File: src/rtl/pipe_ctrl_pkg.sv
// Shared types for the pipeline controller: register update commands,
// controller states and the execute-counter width.
package pipe_ctrl_pkg;

    localparam int unsigned CNT_W = 5;

    typedef enum logic [1:0] {
        HOLD  = 2'b00,
        LOAD  = 2'b01,
        FLUSH = 2'b10
    } update_t;

    typedef enum logic [1:0] {
        StRun      = 2'b00,
        StExecWait = 2'b01,
        StMemWait  = 2'b10,
        StHalt     = 2'b11
    } state_t;

endpackage

File: src/rtl/hazard_detect.sv
// Load-use hazard check: the D instruction reads a register that the load
// in E has not produced yet. r0 never creates a dependency.
module hazard_detect (
    input  logic [4:0] d_rs,
    input  logic [4:0] d_rt,
    input  logic       d_uses_rs,
    input  logic       d_uses_rt,
    input  logic [4:0] de_rd,
    input  logic       de_is_load,
    output logic       hazard
);

    logic rs_match;
    logic rt_match;

    assign rs_match = d_uses_rs && (d_rs == de_rd);
    assign rt_match = d_uses_rt && (d_rt == de_rd);
    assign hazard   = de_is_load && (de_rd != 5'd0) && (rs_match || rt_match);

endmodule

File: src/rtl/pipe_ctrl.sv
// Pipeline controller: sequences F/D, D/E and E/W register updates and the PC
// around multi-cycle execute, memory wait, redirects, load-use and stop.
module pipe_ctrl
    import pipe_ctrl_pkg::*;
(
    input  logic        clk,
    input  logic        rstn,
    input  logic [4:0]  d_rs,
    input  logic [4:0]  d_rt,
    input  logic        d_uses_rs,
    input  logic        d_uses_rt,
    input  logic [4:0]  de_rd,
    input  logic        de_is_load,
    input  logic        de_mem,
    input  logic        mem_ready,
    input  logic [4:0]  de_counter,
    input  logic        e_redirect,
    input  logic        de_stop,
    output logic [1:0]  fd_update,
    output logic [1:0]  de_update,
    output logic [1:0]  ew_update,
    output logic        pc_en,
    output logic        mem_req,
    output logic        halted,
    output logic [31:0] stall_cnt
);

    state_t           state_q, state_d;
    logic [CNT_W-1:0] cnt_q, cnt_d;
    logic [31:0]      stall_q;
    update_t          fd_cmd, de_cmd, ew_cmd;
    logic             pc_en_int, mem_req_int, halted_int;
    logic             do_adv, skip_mem, hazard;

    hazard_detect u_hazard (
        .d_rs       (d_rs),
        .d_rt       (d_rt),
        .d_uses_rs  (d_uses_rs),
        .d_uses_rt  (d_uses_rt),
        .de_rd      (de_rd),
        .de_is_load (de_is_load),
        .hazard     (hazard)
    );

    always_comb begin
        fd_cmd      = HOLD;
        de_cmd      = HOLD;
        ew_cmd      = HOLD;
        pc_en_int   = 1'b0;
        mem_req_int = 1'b0;
        halted_int  = 1'b0;
        state_d     = state_q;
        cnt_d       = cnt_q;
        do_adv      = 1'b0;
        skip_mem    = 1'b0;

        unique case (state_q)
            StRun: begin
                if (de_counter != 5'd0) begin
                    ew_cmd  = FLUSH;
                    cnt_d   = de_counter - 5'd1;
                    state_d = StExecWait;
                end else begin
                    do_adv      = 1'b1;
                    mem_req_int = de_mem;
                end
            end
            StExecWait: begin
                if (cnt_q != '0) begin
                    ew_cmd = FLUSH;
                    cnt_d  = cnt_q - 5'd1;
                end else begin
                    do_adv      = 1'b1;
                    mem_req_int = de_mem;
                end
            end
            StMemWait: begin
                mem_req_int = de_mem;
                if (!mem_ready) begin
                    ew_cmd = FLUSH;
                end else begin
                    do_adv   = 1'b1;
                    skip_mem = 1'b1;
                end
            end
            StHalt: begin
                halted_int = 1'b1;
            end
        endcase

        // Advance: fixed priority mem-wait > stop > redirect > load-use > normal.
        if (do_adv) begin
            state_d = StRun;
            if (!skip_mem && de_mem && !mem_ready) begin
                ew_cmd  = FLUSH;
                state_d = StMemWait;
            end else if (de_stop) begin
                fd_cmd  = FLUSH;
                de_cmd  = FLUSH;
                ew_cmd  = LOAD;
                state_d = StHalt;
            end else if (e_redirect) begin
                fd_cmd    = FLUSH;
                de_cmd    = FLUSH;
                ew_cmd    = LOAD;
                pc_en_int = 1'b1;
            end else if (hazard) begin
                de_cmd = FLUSH;
                ew_cmd = LOAD;
            end else begin
                fd_cmd    = LOAD;
                de_cmd    = LOAD;
                ew_cmd    = LOAD;
                pc_en_int = 1'b1;
            end
        end
    end

    always_ff @(posedge clk) begin
        if (!rstn) begin
            state_q <= StRun;
            cnt_q   <= '0;
            stall_q <= '0;
        end else begin
            state_q <= state_d;
            cnt_q   <= cnt_d;
            if (!pc_en_int && (state_q != StHalt)) begin
                stall_q <= stall_q + 32'd1;
            end
        end
    end

    // Reset forces every command output quiet regardless of registered state.
    assign fd_update = rstn ? fd_cmd : HOLD;
    assign de_update = rstn ? de_cmd : HOLD;
    assign ew_update = rstn ? ew_cmd : HOLD;
    assign pc_en     = rstn & pc_en_int;
    assign mem_req   = rstn & mem_req_int;
    assign halted    = rstn & halted_int;
    assign stall_cnt = stall_q;

endmodule

File: config.mk
export PLATFORM = sky130hd
export DESIGN_NAME = pipe_ctrl
export DESIGN_NICKNAME = d
export VERILOG_FILES = /design/src/rtl/pipe_ctrl_pkg.sv /design/src/rtl/hazard_detect.sv /design/src/rtl/pipe_ctrl.sv
export SDC_FILE = /design/constraint.sdc
export NUM_CORES = 1
export LEC_CHECK = 0
export ABC_AREA = 1
export BUFFER_PORTS_ARGS = -buffer_cell sky130_fd_sc_hd__buf_4
export CAP_MARGIN = 20
export CORE_UTILIZATION = 30
export DETAILED_ROUTE_END_ITERATION = 8
export HOLD_SLACK_MARGIN = 0.03
export PLACE_DENSITY = 0.54
export RECOVER_POWER = 50
export SLEW_MARGIN = 10
export SYNTH_ARGS = -nofsm -noshare
export SYNTH_HDL_FRONTEND = slang
export SYNTH_SLANG_ARGS = --single-unit
File: constraint.sdc
create_clock -name clk -period 3.4 [get_ports clk]
set_input_delay 0.51 -clock clk [delete_from_list [all_inputs] [get_ports clk]]
set_output_delay 0.51 -clock clk [all_outputs]
set_load 0.01 [all_outputs]
==> impl_metrics.json, run 1 <==
{
  "die_x_um": 104.6,
  "wl_um": 7882,
  "rsz0062_at_grt": "false",
  "max_slew_margin_pct": 39.81,
  "rrSetupSlack_ns": 0.92,
  "fin_crit_ns": 2.627,
  "cp.required_ns": 2.89,
  "place_congestion": 0.8490,
  "tns_ns": 0,
  "r2r-end": "stall_cnt[19]",
  "synth_edf_count": 0,
  "clock_skew_ns": 0.01004,
  "crit_slowest_cell": "nor2_1",
  "max_stage_delay_ns": 0.47,
  "yosysSeqAreaShare_pct": 24.74,
  "synth-async-reset-ratio_pct": 0,
  "maxCapViolations": 0,
  "grt_pass1_wl_um": 13840,
  "row_count": 37,
  "nFillCells": 1172,
  "power_density_nw_per_um2": 374.9,
  "synth_area_leaders": "dfxtp_1 (25%), nand2_1 (14%), a21oi_2 (8.3%)",
  "ctsResizeCount": 0,
  "synth-seq-cells": 39,
  "n_antenna_cell": 0,
  "irDropWorstVdd_v": 0.0001345,
  "viasPerCell": 4.515,
  "critPathLaunchType": "register",
  "post_cts_buffers": 0,
  "reg2reg_from": "state_q[1]",
  "initial_core_util_pct": 30.70,
  "ys.flop_type": "dfxtp_1",
  "setup_viol": 0,
  "grtUsageTotal_pct": 15.51,
  "cts-hold-fix-buffers": 0,
  "wire_per_inst_um": 11.83,
  "dieArea_um2": 10930,
  "drtIter0Drc": 96,
  "final_common_cell": "nand2_1",
  "synth_area_per_cell_um2": 6.786,
  "final_core_util_pct": 35.23,
  "numCtsBuffers": 5,
  "vias": 3007,
  "path_clk_slew_ns": 0.07,
  "chipHeight_um": 104.6,
  "outcome": "finished, final reports clean",
  "period_share_pct": 77.26,
  "root_buffer": "clkbuf_8",
  "crit_path_end_kind": "output port",
  "tightest_slew_ns": 0.8997,
  "yosysTopAreaCell": "dfxtp_1",
  "antenna_found_initial": 0,
  "cp_cell_sequence": "inv_1 > nand2_1 > nand3b_1 > nand3_1 > nor2_1 > nor4_1 > buf_4",
  "netlist_instances": 465,
  "clkLatencyLatePin_ns": 0.30,
  "multi_input_area_um2": 1989,
  "crit_type": "reg2out",
  "syn_nets": 496,
  "cp-endpoint": "mem_req",
  "area_growth_pct": 14.75,
  "crit_path_start": "state_q[1]",
  "fmax_ghz": 0.3807,
  "ant_nets": 0,
  "synth.top_cell.area_share_pct": 24.74,
  "grt-ovfl-total": 0,
  "ff2ff_path_depth": 10,
  "drc_errors": 0,
  "layout_common_cells": "nand2_1 (119), nor2_1 (63), inv_1 (40)",
  "synth.cell_area_um2": 3156,
  "crit_cells": 7,
  "h-tree-depth": 2,
  "nets": 560,
  "slew_viol_final": 0,
  "cpLargestDelayFamily": "simple AND/OR/NAND/NOR gates",
  "path_buf_inv": 2,
  "leakagePower_uw": 0.001409,
  "grt_pass1_vias": 2968,
  "worstPathMaxFanout": 9,
  "first_pass_iters": 6,
  "tritoncts": "done",
  "hold_start": "de_stop",
  "drive_gt1_share_pct": 25.28,
  "dpl.cell_count": 658,
  "clock_sinks": 39,
  "grt_max_degree": 37,
  "ios": 70,
  "hold_viol_final": 0,
  "yosysWarnings": 0,
  "clk_path_buf_depth": 2,
  "regArea_um2": 780.7,
  "hold_class": "in2reg",
  "arrival_ns": 2.12,
  "post-dp-hpwl_um": 6252,
  "port_buffers": 69,
  "synth.distinct_cells": 36,
  "fin_cells": 666,
  "core_region_area_um2": 10280
}
## how the worst min path moves through the flow
stage	cells past startpoint	end	slack (ns)
floorplan	2	cnt_q[2]	0.49
global placement	2	stall_cnt[29]	0.49
detailed placement	2	stall_cnt[31]	0.49
CTS	3	state_q[0]	0.48
global route	3	cnt_q[1]	0.50
finish	3	state_q[0]	0.49
## per-layer routing
layer  GRT usage [%]  wire (um)
met1           19.68       3737
met3           3.369        395
met2           25.88       3629
met5               0          0
met4           5.204        119
## stage by stage
stage,setup slack (ns),instance area [um^2],hold slack (ns),total power (uW)
2_1_floorplan,1.412,3156,0.4947,1041
3_3_place_gp,1.200,3714,0.4898,1119
3_5_place_dp,1.176,3714,0.4948,1126
4_1_cts,1.041,3795,0.4773,1441
5_1_grt,0.5355,3621,0.5029,1467
6_report,0.7732,3621,0.4921,1357
## worst reg2reg max path, cell delays in order (launching register included)
cell and delay, ns:
dfxtp_1 0.39, inv_1 0.09, nand2_1 0.23, nand3b_1 0.16, nand3_1 0.21, nand2_4 0.13, inv_4 0.05, nand2_8 0.20
nand2_2 0.57, nand2_2 0.25, a21oi_2 0.06
## cell type report
cell class,count,area share (%)
multi-input cells,363,54.94
clock buffers,7,2.108
repair buffers,71,11.40
well taps,136,4.699
clock inverters,1,0.1382
inverters,49,5.149
flip-flops and latches,39,21.56
## cells by family after synthesis
| logic type | count (synthesis) | share of synthesized area, % |
|---|---|---|
| flops | 39 | 24.74 |
| simple gates | 290 | 45.64 |
| buf+inv | 63 | 10.51 |
| mux | 3 | 0.9517 |
| compound gates | 46 | 11.26 |
| xor+xnor | 22 | 6.106 |
| fa+ha+maj | 2 | 0.7929 |
## Yosys cell counts, types with 3 or more instances
cell type and count:
inv_1 40, xor2_1 16, nand3b_1 5, nor3_1 12
o21ai_0 6, buf_12 3, buf_8 3, xnor2_1 6
a21oi_2 30, inv_2 8, clkbuf_1 4, nor3_2 3
mux2i_1 3, nand3_2 11, nand2_1 118, a21oi_1 4
nand2_2 32, nand3_1 36, dfxtp_1 39, nor2_1 62
## report_power, final
part           switching (uW)  leakage (uW)  internal [uW]  total (uW)
Clock                     159     0.0000422            144         303
Sequential               52.9      0.000316            503         556
Combinational             322       0.00105            177         499
Total                     534       0.00141            824        1360
## registers in the layout (all words and copies together) (netlist names)
signal,cells
stall_cnt,32
cnt_q,5
state_q,2
Note: power is estimated with default switching activity, not from simulation.
==> run 2, diff against run 1 <==
- clock period: 3.4 -> 2.5 ns (I/O delays scaled with it)
==> impl_metrics.json, run 2 (synthesis results as in run 1) <==
{
  "initial_core_util_pct": 30.70,
  "hold_class": "in2reg",
  "wl_met2_um": 3991,
  "r2r-end": "stall_cnt[12]",
  "layout_common_cells": "nand2_1 (118), nor2_1 (63), inv_1 (39), dfxtp_1 (39), buf_4 (38)",
  "n_antenna_cell": 0,
  "rrSetupSlack_ns": 0.59,
  "row_count": 37,
  "clock_skew_ns": 0.009061,
  "root_buffer": "clkbuf_8",
  "nets": 560,
  "port_buffers": 69,
  "setup_viol": 0,
  "worstPathMaxFanout": 9,
  "area_growth_pct": 15.86,
  "drive_gt1_share_pct": 25.95,
  "grt_pass1_wl_um": 14140,
  "dieArea_um2": 10930,
  "cts-hold-fix-buffers": 0,
  "wirelength_met1_um": 3926,
  "maxCapViolations": 0,
  "critPathLaunchType": "register",
  "leakagePower_uw": 0.001429,
  "final_common_cell": "nand2_1",
  "slew_viol_final": 0,
  "regArea_um2": 780.7,
  "h-tree-depth": 2,
  "wire_per_inst_um": 12.75,
  "drc_errors": 0,
  "tritoncts": "done",
  "power_density_nw_per_um2": 521.5,
  "clock_sinks": 39,
  "grtUsageTotal_pct": 16.01,
  "core_region_area_um2": 10280,
  "outcome": "finished, final reports clean",
  "ios": 70,
  "final_core_util_pct": 35.57,
  "antenna_found_initial": 0,
  "crit_path_end_kind": "output port",
  "rsz0062_at_grt": "false",
  "post_cts_buffers": 0,
  "wl_um": 8465,
  "arrival_ns": 1.88,
  "nFillCells": 1160,
  "post-dp-hpwl_um": 6557,
  "routed.top_layer": "met4",
  "ctsResizeCount": 0,
  "crit_path_start": "state_q[1]",
  "grt_pass1_vias": 2960,
  "irDropWorstVdd_v": 0.0002026,
  "largest_reg_flops": 32,
  "cp-endpoint": "mem_req",
  "drtIter0Drc": 133,
  "max_slew_margin_pct": 37.88,
  "period_share_pct": 90.12,
  "path_clk_slew_ns": 0.07,
  "cp.required_ns": 2.12,
  "grt_max_degree": 35,
  "numCtsBuffers": 5,
  "grt-ovfl-total": 0,
  "multi_input_area_um2": 2036,
  "fin_crit_ns": 2.253,
  "viasPerCell": 4.607,
  "clkLatencyLatePin_ns": 0.29,
  "first_pass_iters": 6,
  "die_x_um": 104.6,
  "fmax_ghz": 0.4439,
  "vias": 3059,
  "ant_nets": 0,
  "tns_ns": 0,
  "ff2ff_path_depth": 5,
  "hold_viol_final": 0,
  "clk_path_buf_depth": 2,
  "reg2reg_from": "state_q[0]",
  "crit_type": "reg2out",
  "chipHeight_um": 104.6,
  "wl_met3_um": 446,
  "tightest_slew_ns": 0.9318,
  "place_congestion": 0.8598
}
run 2: metrics by stage:
stage | power [uW] | instance area, um^2 | setup slack, ns | std cells | hold WS [ns]
floorplan | 1416 | 3156 | 0.7817 | 465 | 0.4947
global placement | 1532 | 3714 | 0.5563 | 658 | 0.4897
detailed placement | 1547 | 3714 | 0.5172 | 658 | 0.5011
CTS | 1961 | 3786 | 0.2850 | 664 | 0.3597
global route | 2029 | 3656 | 0.08959 | 664 | 0.3817
finish | 1907 | 3656 | 0.2470 | 664 | 0.3626
run 2: worst min path at each step:
stage	from	endpoint	slack (ns)	cells past startpoint
CTS	de_stop	state_q[0]	0.36	3
floorplan	cnt_q[2]	cnt_q[2]	0.49	2
global route	rstn	cnt_q[0]	0.38	3
detailed placement	stall_cnt[23]	stall_cnt[23]	0.50	2
finish	de_stop	state_q[0]	0.36	3
global placement	stall_cnt[29]	stall_cnt[29]	0.49	2
run 2: critical path, cell delays in order (launching register included):
cell,delay [ns]
dfxtp_1,0.42
inv_2,0.08
nand2_4,0.12
nand3b_4,0.16
nand3_4,0.10
nor2_1,0.42
nor4_1,0.11
buf_4,0.17
run 2: area by class of cell:
| type | count | share of cell area [%] |
|---|---|---|
| Clock buffer | 6 | 1.985 |
| Multi-Input combinational cell | 363 | 55.68 |
| Inverter | 49 | 5.099 |
| Tap cell | 136 | 4.654 |
| Timing Repair Buffer | 71 | 11.23 |
| Sequential cell | 39 | 21.36 |
run 2: per-layer routing:
metal	global-route usage, %	vias to the layer above
li1	-	1601
met1	20.16	1380
met2	27.48	71
met3	3.057	7
met4	4.796	0
met5	0	-
run 2: report_power, final:
part | switching (uW) | internal, uW
combinational | 481 | 261
clock | 222 | 186
sequential | 73.2 | 684
